`src/rtl/uart_tx_arbiter_pkg.sv`:
```
// Shared types and helpers for the UART transmit arbiter.
//   arb_state_t    : arbiter FSM states
//   TAG_PREFIX     : upper nibble of the source-tag byte (used with SRC_TAG_EN)
//   onehot_to_idx  : converts a one-hot vector (up to 8 bits) to a binary index
package uart_arb_pkg;

    typedef enum logic [1:0] {
        IDLE   = 2'd0,
        TAG    = 2'd1,
        STREAM = 2'd2
    } arb_state_t;

    localparam logic [3:0] TAG_PREFIX = 4'hA;

    // OR-ing the indices of the set bits is exact for a one-hot input
    // and returns 0 for an all-zero input.
    function automatic logic [2:0] onehot_to_idx(input logic [7:0] oh);
        logic [2:0] idx;
        idx = '0;
        for (int i = 0; i < 8; i++) begin
            if (oh[i]) begin
                idx = idx | 3'(i);
            end
        end
        return idx;
    endfunction

endpackage

```
`src/rtl/uart_tx_arbiter_if.sv`:
```
// Byte-stream bus between the requesters, the arbiter and the uart.
//   req_data/req_valid/req_last : per-requester byte, valid and end-of-packet
//   req_ready                   : per-requester byte accepted
//   tx_data/tx_valid/tx_ready   : merged byte stream towards the uart
// Modports: master = arbiter side, slave = requesters + uart side.
interface uart_tx_arbiter_if #(
    parameter int NUM_REQ    = 4,
    parameter int DATA_WIDTH = 8
);
    logic [NUM_REQ*DATA_WIDTH-1:0] req_data;
    logic [NUM_REQ-1:0]            req_valid;
    logic [NUM_REQ-1:0]            req_last;
    logic [NUM_REQ-1:0]            req_ready;
    logic [DATA_WIDTH-1:0]         tx_data;
    logic                          tx_valid;
    logic                          tx_ready;

    modport master (
        input  req_data, req_valid, req_last, tx_ready,
        output req_ready, tx_data, tx_valid
    );

    modport slave (
        output req_data, req_valid, req_last, tx_ready,
        input  req_ready, tx_data, tx_valid
    );
endinterface

```
`src/rtl/uart_tx_arbiter_rr_priority_picker.sv`:
```
// Combinational round-robin picker.
//   req     : request vector
//   ptr     : index with highest priority this round
//   grant   : one-hot pick, first set request at or after ptr (wrapping)
//   any_req : at least one request present
// Rotates the request vector down by ptr using a doubled copy, isolates the
// lowest set bit, then rotates the result back up the same way.
module rr_priority_picker #(
    parameter int NUM_REQ = 4,
    parameter int PTR_W   = (NUM_REQ > 1) ? $clog2(NUM_REQ) : 1
) (
    input  logic [NUM_REQ-1:0] req,
    input  logic [PTR_W-1:0]   ptr,
    output logic [NUM_REQ-1:0] grant,
    output logic               any_req
);
    localparam logic [NUM_REQ-1:0] ONE = NUM_REQ'(1);

    logic [2*NUM_REQ-1:0] req_dbl;
    logic [NUM_REQ-1:0]   rot_req;
    logic [NUM_REQ-1:0]   rot_gnt;
    logic [2*NUM_REQ-1:0] gnt_dbl;

    assign req_dbl = {req, req} >> ptr;
    assign rot_req = req_dbl[NUM_REQ-1:0];
    assign rot_gnt = rot_req & (~rot_req + ONE);
    assign gnt_dbl = {{NUM_REQ{1'b0}}, rot_gnt} << ptr;
    assign grant   = gnt_dbl[NUM_REQ-1:0] | gnt_dbl[2*NUM_REQ-1:NUM_REQ];
    assign any_req = |req;
endmodule

```
`src/rtl/uart_tx_arbiter.sv`:
```
// Packet-locked round-robin arbiter sharing one UART transmit channel
// between NUM_REQ byte-stream requesters.
//   clk, rst : clock, synchronous active-high reset
//   bus      : uart_tx_arbiter_if.master (requester side and uart side)
//   grant    : one-hot current owner, zero when idle
//   busy     : channel owned
// Optional build macro SRC_TAG_EN: prefixes each grant with a tag byte
// {TAG_PREFIX, owner index} before the owner's data is streamed.
module uart_tx_arbiter
    import uart_arb_pkg::*;
#(
    parameter int NUM_REQ    = 4,
    parameter int DATA_WIDTH = 8,
    parameter int MAX_BURST  = 64
) (
    input  logic               clk,
    input  logic               rst,
    uart_tx_arbiter_if.master  bus,
    output logic [NUM_REQ-1:0] grant,
    output logic               busy
);
    localparam int PTR_W = (NUM_REQ > 1) ? $clog2(NUM_REQ) : 1;
    localparam int CNT_W = $clog2(MAX_BURST + 1);
    localparam logic [CNT_W-1:0] CNT_LAST = CNT_W'(MAX_BURST - 1);

    arb_state_t         state_reg;
    logic [NUM_REQ-1:0] grant_reg;
    logic [PTR_W-1:0]   ptr_reg;
    logic [CNT_W-1:0]   cnt_reg;

    logic [NUM_REQ-1:0]    pick_grant;
    logic                  any_req;
    logic [7:0]            grant_ext;
    logic [PTR_W-1:0]      owner;
    logic [PTR_W-1:0]      ptr_next;
    logic                  owner_valid;
    logic                  owner_last;
    logic                  xfer;
    logic                  release_now;
    logic [DATA_WIDTH-1:0] req_bytes [NUM_REQ];

    rr_priority_picker #(.NUM_REQ(NUM_REQ), .PTR_W(PTR_W)) u_picker (
        .req     (bus.req_valid),
        .ptr     (ptr_reg),
        .grant   (pick_grant),
        .any_req (any_req)
    );

    generate
        for (genvar gi = 0; gi < NUM_REQ; gi++) begin : g_req
            assign req_bytes[gi]     = bus.req_data[gi*DATA_WIDTH +: DATA_WIDTH];
            assign bus.req_ready[gi] = (state_reg == STREAM) && grant_reg[gi] && bus.tx_ready;
        end
    endgenerate

    always_comb begin
        grant_ext              = '0;
        grant_ext[NUM_REQ-1:0] = grant_reg;
    end

    assign owner       = PTR_W'(onehot_to_idx(grant_ext));
    assign ptr_next    = (owner == PTR_W'(NUM_REQ - 1)) ? '0 : owner + PTR_W'(1);
    assign owner_valid = |(bus.req_valid & grant_reg);
    // req_last of non-owners is masked off here
    assign owner_last  = |(bus.req_last & grant_reg);
    assign xfer        = (state_reg == STREAM) && owner_valid && bus.tx_ready;
    assign release_now = xfer && (owner_last || (cnt_reg == CNT_LAST));

    assign grant = grant_reg;
    assign busy  = (state_reg != IDLE);

    // Data path is a pass-through of the owner while streaming; an owner that
    // drops valid mid-packet keeps the grant with tx_valid low.
    always_comb begin
        bus.tx_valid = 1'b0;
        bus.tx_data  = '0;
        case (state_reg)
            STREAM: begin
                bus.tx_valid = owner_valid;
                bus.tx_data  = req_bytes[owner];
            end
`ifdef SRC_TAG_EN
            TAG: begin
                bus.tx_valid = 1'b1;
                bus.tx_data  = DATA_WIDTH'({TAG_PREFIX, 4'(owner)});
            end
`endif
            default: ;
        endcase
    end

    always_ff @(posedge clk) begin
        if (rst) begin
            state_reg <= IDLE;
            grant_reg <= '0;
            ptr_reg   <= '0;
            cnt_reg   <= '0;
        end else begin
            case (state_reg)
                IDLE: begin
                    if (any_req) begin
                        grant_reg <= pick_grant;
`ifdef SRC_TAG_EN
                        state_reg <= TAG;
`else
                        state_reg <= STREAM;
`endif
                    end
                end
`ifdef SRC_TAG_EN
                TAG: begin
                    // The tag byte is not counted towards MAX_BURST.
                    if (bus.tx_ready) begin
                        state_reg <= STREAM;
                    end
                end
`endif
                STREAM: begin
                    if (release_now) begin
                        state_reg <= IDLE;
                        grant_reg <= '0;
                        cnt_reg   <= '0;
                        ptr_reg   <= ptr_next;
                    end else if (xfer) begin
                        cnt_reg <= cnt_reg + CNT_W'(1);
                    end
                end
                default: begin
                    state_reg <= IDLE;
                    grant_reg <= '0;
                    cnt_reg   <= '0;
                end
            endcase
        end
    end
endmodule
```
`src/flat_wrapper.sv`:
```
// flat-port wrapper written by rule: the top's interface ports become plain ports
module uart_tx_arbiter_flat import uart_arb_pkg::*;
#(
    parameter int NUM_REQ    = 4,
    parameter int DATA_WIDTH = 8,
    parameter int MAX_BURST  = 64
)
  (clk, rst, grant, busy, bus_req_data, bus_req_valid, bus_req_last, bus_tx_ready, bus_req_ready, bus_tx_data, bus_tx_valid);
  uart_tx_arbiter_if #(.NUM_REQ(NUM_REQ), .DATA_WIDTH(DATA_WIDTH)) bus_i ();
  input  logic clk;
  input  logic rst;
  output logic [NUM_REQ-1:0] grant;
  output logic busy;
  input wire logic [$bits(bus_i.req_data)-1:0] bus_req_data;
  input wire logic [$bits(bus_i.req_valid)-1:0] bus_req_valid;
  input wire logic [$bits(bus_i.req_last)-1:0] bus_req_last;
  input wire logic [$bits(bus_i.tx_ready)-1:0] bus_tx_ready;
  output wire logic [$bits(bus_i.req_ready)-1:0] bus_req_ready;
  output wire logic [$bits(bus_i.tx_data)-1:0] bus_tx_data;
  output wire logic [$bits(bus_i.tx_valid)-1:0] bus_tx_valid;
  assign bus_i.req_data = bus_req_data;
  assign bus_i.req_valid = bus_req_valid;
  assign bus_i.req_last = bus_req_last;
  assign bus_i.tx_ready = bus_tx_ready;
  assign bus_req_ready = bus_i.req_ready;
  assign bus_tx_data = bus_i.tx_data;
  assign bus_tx_valid = bus_i.tx_valid;
  uart_tx_arbiter #(.NUM_REQ(NUM_REQ), .DATA_WIDTH(DATA_WIDTH), .MAX_BURST(MAX_BURST)) u_core (.clk(clk), .rst(rst), .bus(bus_i), .grant(grant), .busy(busy));
endmodule
```
`config.mk`:
```
export PLATFORM = sky130hd
export DESIGN_NAME = uart_tx_arbiter_flat
export DESIGN_NICKNAME = d
export VERILOG_FILES = /design/src/rtl/uart_tx_arbiter_pkg.sv /design/src/rtl/uart_tx_arbiter_if.sv /design/src/rtl/uart_tx_arbiter_rr_priority_picker.sv /design/src/rtl/uart_tx_arbiter.sv /design/src/flat_wrapper.sv
export SDC_FILE = /design/constraint.sdc
export NUM_CORES = 1
export LEC_CHECK = 0
export CORE_MARGIN = 2
export CORE_UTILIZATION = 42
export CTS_CLUSTER_SIZE = 12
export DETAILED_ROUTE_END_ITERATION = 8
export PLACE_DENSITY = 0.86
export REMOVE_ABC_BUFFERS = 1
export SYNTH_ARGS = -nofsm -noshare
export SYNTH_HDL_FRONTEND = slang
export SYNTH_SLANG_ARGS = --single-unit
```
`constraint.sdc`:
```
create_clock -name clk -period 3.8 [get_ports clk]
set_clock_uncertainty 0.2 [all_clocks]
set_input_delay 0.57 -clock clk [delete_from_list [all_inputs] [get_ports clk]]
set_output_delay 0.57 -clock clk [all_outputs]
set_load 0.02 [all_outputs]
```
==> run_results.csv, run 1 <==
group,metric,value,unit
detailed_routing,vias_per_cell,6.133,
clock_network,cts_resized,0,
clock_network,clockBufferDepth,2,
yosys,yosys.area.top_type,"dfxtp_1",
clock_network,ctsHoldBuffers,0,
yosys,syn_avg_cell_area,7.432,um2
sta,fin_hold_ws,0.2713,ns
worst_hold_path,holdPathStages,2,
yosys,yosys-top-cells-area,"dfxtp_1, a211oi_1, a21oi_1",
yosys,muxShareOfSynthArea,0,%
global_routing,grt_use_total,25.96,%
setup_path,crit_arrival,2.52,ns
clock_network,cts_root_buf,"clkbuf_4",
setup_path,cp_max_fo,16,
yosys,yosysSeqAreaShare,25.14,%
detailed_routing,drc,0,
setup_path,r2r_cells,4,
sta,setup_viol,0,
floorplanning,dieHeight,55.52,um
placement,placedInstanceArea,1703,um2
placement,place_ws,0.7767,ns
yosys,synthCells,150,
clock_network,clock_sinks,14,
setup_path,r2r_end,"u_core.cnt_reg[5]$_SDFFE_PP0P_",
detailed_routing,vias,1429,
floorplanning,core_area,2500,um2
sta,rsz0062_at_grt,"false",
run_status,status,"finished clean",
run,maxCapViolCount,0,
setup_path,reg2reg_from,"u_core.grant[3]$_SDFFE_PP0P_",
yosys,async_reset_ff_share,0,%
detailed_routing,drt_pre_antenna_iters,4,
clock_network,cts_tree,"built",
yosys,dominantRegCellSynth,"dfxtp_1",
yosys,synth_seq_cells,14,
setup_path,ff2ff_setup_slack,1.49,ns
setup_path,required,3.03,ns
placement,dpl.hpwl,2839,um
sta,worstMarginPinSlew,0.5890,ns
power_and_ir_drop,p_leak,0.5751,nW
yosys,synth_edf_count,0,
worst_hold_path,hold_class,"flip-flop to flip-flop",
yosys,synthSimpleGateAreaFrac,22.00,%
floorplanning,row_count,18,
floorplanning,die-area,3082,um2
yosys,synth_compound_area_share,42.87,%
clock_network,clk_latency,0.29,ns
detailed_routing,detail-route-antenna-nets,0,
yosys,synth.distinct_cells,36,
global_routing,grt_overflow,0,
placement,io_buffers,60,
placement,finalWeightedCongestion,0.8469,
sta,max_freq,0.3044,GHz
setup_path,critPathLaunchType,"flip-flop",
layout,nNetsFinal,248,
yosys,netlist.area_leader.share,25.14,%
layout,drive_gt1_share,4.926,%
global_routing,grt_pass1_wl,6486,um
worst_hold_path,worstHoldEndpoint,"u_core.cnt_reg[6]$_SDFFE_PP0P_",
clock_network,postCtsSetupBuffers,0,
layout,design_area,1739,um2
sta,slew_headroom,60.40,%
detailed_routing,wire_per_inst,16.54,um
yosys,synthTopCellsByCount,"a21oi_1, nand2_1, dfxtp_1",
floorplanning,die_w,55.52,um
layout,syn2layout_area_growth,56.00,%
floorplanning,pin_count,61,
clock_network,numCtsBuffers,3,
setup_path,worstSetupPathType,"flip-flop to output pin",
yosys,synthAdderAreaFrac,1.122,%
global_routing,grt_pass1_vias,1362,
clock_network,cts.reportedPaths.clkPinSlew,0.09,ns
detailed_routing,drt-initial-drc-count,58,
sta,fin_crit_sh,86.45,%
power_and_ir_drop,vdd_drop_max,0.2049,mV
sta,tns,0,ns
layout,final_util,69.57,%
power_and_ir_drop,powerDensity,235.3,nW/um2
yosys,synth_top_family_by_area,"compound AO/OA/AOI/OAI gates",
floorplanning,start_util,44.59,%
yosys,yosysMostFrequentCell,"a21oi_1",
yosys,netlist_area,1115,um2
clock_network,htree_levels,1,
global_routing,grt_max_degree,31,
yosys,yosysWarningCount,0,
sta,fin_crit,3.285,ns
yosys,synth_xor_area_share,2.357,%
layout,largest_reg_flops,7,
sta,maxSlewViolCount,0,
sta,finalHoldViolCount,0,
setup_path,end_kind,"output pin",
layout,antenna_cells,0,
global_routing,grt_antenna_before_repair,0,
worst_hold_path,min-delay-start,"u_core.cnt_reg[6]$_SDFFE_PP0P_",
sta,fin_ws,0.5148,ns
detailed_routing,wirelength,3854,um
==> layer usage <==
layer  global-route usage, %  routed length [um]  vias up
li1                        -                   -      687
met1                   32.05                1612      654
met2                   43.54                1867       79
met3                   5.855                 307        9
met4                   10.10                  65        0
met5                       0                   0        -
==> cell families (layout without fill, tap and decap cells) <==
| logic type | count (synthesis) | after routing |
|---|---|---|
| compound gates | 70 | 70 |
| xor+xnor | 3 | 3 |
| simple gates | 46 | 46 |
| fa+ha+maj | 1 | 1 |
| flops | 14 | 14 |
| buf+inv | 16 | 69 |
==> report_power, final <==
group          internal (mW)  leakage (nW)  switching, mW
clock                 0.0584        0.0210         0.0518
combinational         0.0776         0.441         0.0662
sequential             0.150         0.114        0.00547
==> cell usage in the layout, fill, tap and decap left out, types with 4 or more instances in the layout <==
master           count
clkdlybuf4s50_1     60
a21oi_1             16
nand2_1             15
dfxtp_1             14
o21ai_0             12
a211oi_1            11
nor2b_1              8
a311oi_1             8
o211ai_1             6
inv_1                4
and3_1               4
a22oi_1              4
nand3_1              4
==> how the worst max path moves through the flow <==
stage / start / slack (ns) / cells past startpoint / endpoint
final: u_core.grant[3]$_SDFFE_PP0P_ / 0.51 / 4 / bus_tx_data[3]
after global routing: u_core.grant[3]$_SDFFE_PP0P_ / 0.37 / 4 / bus_tx_data[3]
after CTS: u_core.grant[3]$_SDFFE_PP0P_ / 0.54 / 4 / bus_tx_data[3]
after detailed placement: bus_req_data[3] / 0.78 / 5 / bus_tx_data[3]
after global placement: bus_req_valid[2] / 0.88 / 4 / bus_tx_valid
after floorplan: u_core.grant[1]$_SDFFE_PP0P_ / 1.28 / 3 / bus_tx_data[0]
==> area by class of cell <==
class,instances,area [um2]
Clock buffer,4,36.28
Fill cell,218,760.7
Inverter,4,15.01
Multi-Input combinational cell,120,762.0
Sequential cell,14,280.3
Tap cell,30,37.54
Timing Repair Buffer,61,608.1
==> per-stage QoR <==
step / total power [mW] / instances
after CTS: 0.4106 / 233
after global routing: 0.4296 / 233
after detailed placement: 0.3011 / 229
after global placement: 0.2973 / 229
after floorplan: 0.2174 / 138
final: 0.4093 / 233
==> critical path, cell delays in order (launching register included) <==
cell             delay [ns]
dfxtp_1                0.69
or2_2                  0.40
a211oi_1               0.09
a311oi_1               0.37
clkdlybuf4s50_1        0.67
No activity file was read; power rests on OpenSTA's default activity.
==> run 2: changes to the inputs <==
SKIP_LAST_GASP = 1   (was unset)
clock period = 3.9 ns   (was 3.8 ns; I/O delays follow)
==> run 2 against run 1 <==
Effect of this change: worst setup slack got worse by 0.0054 ns; core utilization decreased by 0.85 points; largest power group unchanged; first-iteration DRC count increased by 83%; power decreased by 9.0%; register-to-register slack got worse by 0.32 ns; highest routed layer unchanged; largest cell class unchanged; combinational power decreased by 6%; worst hold slack improved by 0.014 ns; clock power decreased by 25%; non-clock buffer count decreased by 1.
==> run_results.csv, run 2 (synthesis gave the netlist of run 1 again) <==
group,metric,value,unit
placement,placedCellCount,228,
global_routing,met2_usage,39.97,%
sta,worstMarginPinSlew,0.9459,ns
global_routing,grt_pass1_vias,1295,
sta,finalHoldViolCount,0,
sta,tns,0,ns
setup_path,required,3.12,ns
layout,largest_reg_flops,7,
global_routing,grt_util_met1,33.67,%
clock_network,cts_resized,0,
worst_hold_path,worstHoldEndpoint,"u_core.cnt_reg[6]$_SDFFE_PP0P_",
layout,syn2layout_area_growth,54.10,%
worst_hold_path,min-delay-start,"u_core.cnt_reg[6]$_SDFFE_PP0P_",
clock_network,numCtsBuffers,3,
placement,placedInstanceArea,1695,um2
clock_network,clk_latency,0.29,ns
layout,antenna_cells,0,
global_routing,grt_antenna_before_repair,0,
sta,slew_headroom,36.85,%
layout,nNetsFinal,247,
floorplanning,die-area,3082,um2
floorplanning,die_w,55.52,um
run_status,status,"finished clean",
clock_network,htree_levels,1,
layout,final_cell_mix,"clkdlybuf4s50_1, a21oi_1, nand2_1, dfxtp_1, o21ai_0",
power_and_ir_drop,p_leak,0.5625,nW
detailed_routing,vias_per_cell,6.160,
setup_path,r2r_end,"u_core.cnt_reg[5]$_SDFFE_PP0P_",
power_and_ir_drop,powerDensity,216.7,nW/um2
setup_path,reg2reg_from,"u_core.grant[1]$_SDFFE_PP0P_",
power_and_ir_drop,total_power,372.3,uW
clock_network,clockBufferDepth,2,
sta,rsz0062_at_grt,"false",
placement,dpl.hpwl,2796,um
global_routing,grt_pass1_wl,6237,um
floorplanning,start_util,44.59,%
worst_hold_path,hold_class,"flip-flop to flip-flop",
floorplanning,core_area,2500,um2
floorplanning,dieHeight,55.52,um
power_and_ir_drop,vdd_drop_max,0.1635,mV
sta,max_freq,0.2949,GHz
setup_path,ff2ff_setup_slack,1.17,ns
setup_path,end_kind,"output pin",
clock_network,cts_tree,"built",
detailed_routing,drt_pre_antenna_iters,6,
sta,fin_crit_sh,86.94,%
detailed_routing,drc,0,
clock_network,clock_sinks,14,
setup_path,worstSetupPathType,"flip-flop to output pin",
layout,design_area,1718,um2
layout,drive_gt1_share,3.980,%
global_routing,grt_max_degree,32,
layout,final_common_cell,"clkdlybuf4s50_1",
layout,final_util,68.72,%
setup_path,crit_arrival,2.61,ns
detailed_routing,detail-route-antenna-nets,0,
global_routing,grt_overflow,0,
setup_path,cp_max_fo,31,
global_routing,met3_usage,5.386,%
sta,setup_viol,0,
floorplanning,row_count,18,
clock_network,cts_root_buf,"clkbuf_4",
run,maxCapViolCount,0,
setup_path,critPathLaunch,"u_core.grant[1]$_SDFFE_PP0P_",
clock_network,cts.reportedPaths.clkPinSlew,0.08,ns
worst_hold_path,holdPathStages,2,
clock_network,ctsHoldBuffers,0,
placement,io_buffers,60,
detailed_routing,wire_per_inst,16.22,um
global_routing,grt_use_total,24.71,%
setup_path,critPathLaunchType,"flip-flop",
floorplanning,pin_count,61,
sta,fin_crit,3.391,ns
global_routing,grt_busiest_layer,"met2",
placement,finalWeightedCongestion,0.8937,
detailed_routing,wirelength,3746,um
detailed_routing,vias,1423,
detailed_routing,drt-initial-drc-count,106,
sta,maxSlewViolCount,0,
setup_path,r2r_cells,4,
clock_network,postCtsSetupBuffers,0,
layout,fin_cells,231,
==> run 2: how the worst max path moves through the flow <==
stage | to | slack (ns) | depth (start not counted)
5_1_grt | bus_tx_data[6] | 0.26 | 4
6_report | bus_tx_data[6] | 0.51 | 4
3_3_place_gp | bus_tx_valid | 0.91 | 4
2_1_floorplan | bus_tx_data[0] | 1.37 | 3
3_5_place_dp | bus_tx_data[0] | 0.84 | 4
4_1_cts | bus_tx_data[6] | 0.52 | 4
==> run 2: final cells by class <==
type                    count  area (um2)
multi-input cells         120       762.0
well taps                  30       37.54
repair buffers             60       600.6
clock buffers               3       22.52
fillers                   207       782.0
flip-flops and latches     14       280.3
inverters                   4       15.01
==> run 2: metrics by stage <==
stage	setup slack [ns]	hold slack (ns)
2_1_floorplan	1.365	0.2359
3_3_place_gp	0.9104	0.2511
3_5_place_dp	0.8388	0.2667
4_1_cts	0.5223	0.2824
5_1_grt	0.2594	0.3082
6_report	0.5094	0.2857
==> run 2: critical path, cell delays in order (launching register included) <==
cell	delay, ns
dfxtp_1	0.62
nor2_1	0.61
nand2_1	0.12
a311oi_1	0.31
clkdlybuf4s50_1	0.66
==> run 2: power by group <==
part           internal, mW  total, mW  switching, mW
combinational        0.0749      0.135         0.0602
clock                0.0359     0.0824         0.0465
sequential            0.146      0.155        0.00875
total                 0.257      0.372          0.115
==> run 2: routing by layer <==
layer	share of wire (%)	wire (um)
met4	0.83	31
met3	8.2	308
met2	46	1718
met1	45	1687
met5	0	0
==> run 3: changes to the inputs <==
CTS_CLUSTER_SIZE = unset   (was 12)
==> results of run 3 <==
The final DEF is identical to that of run 2; final timing and power are the same.
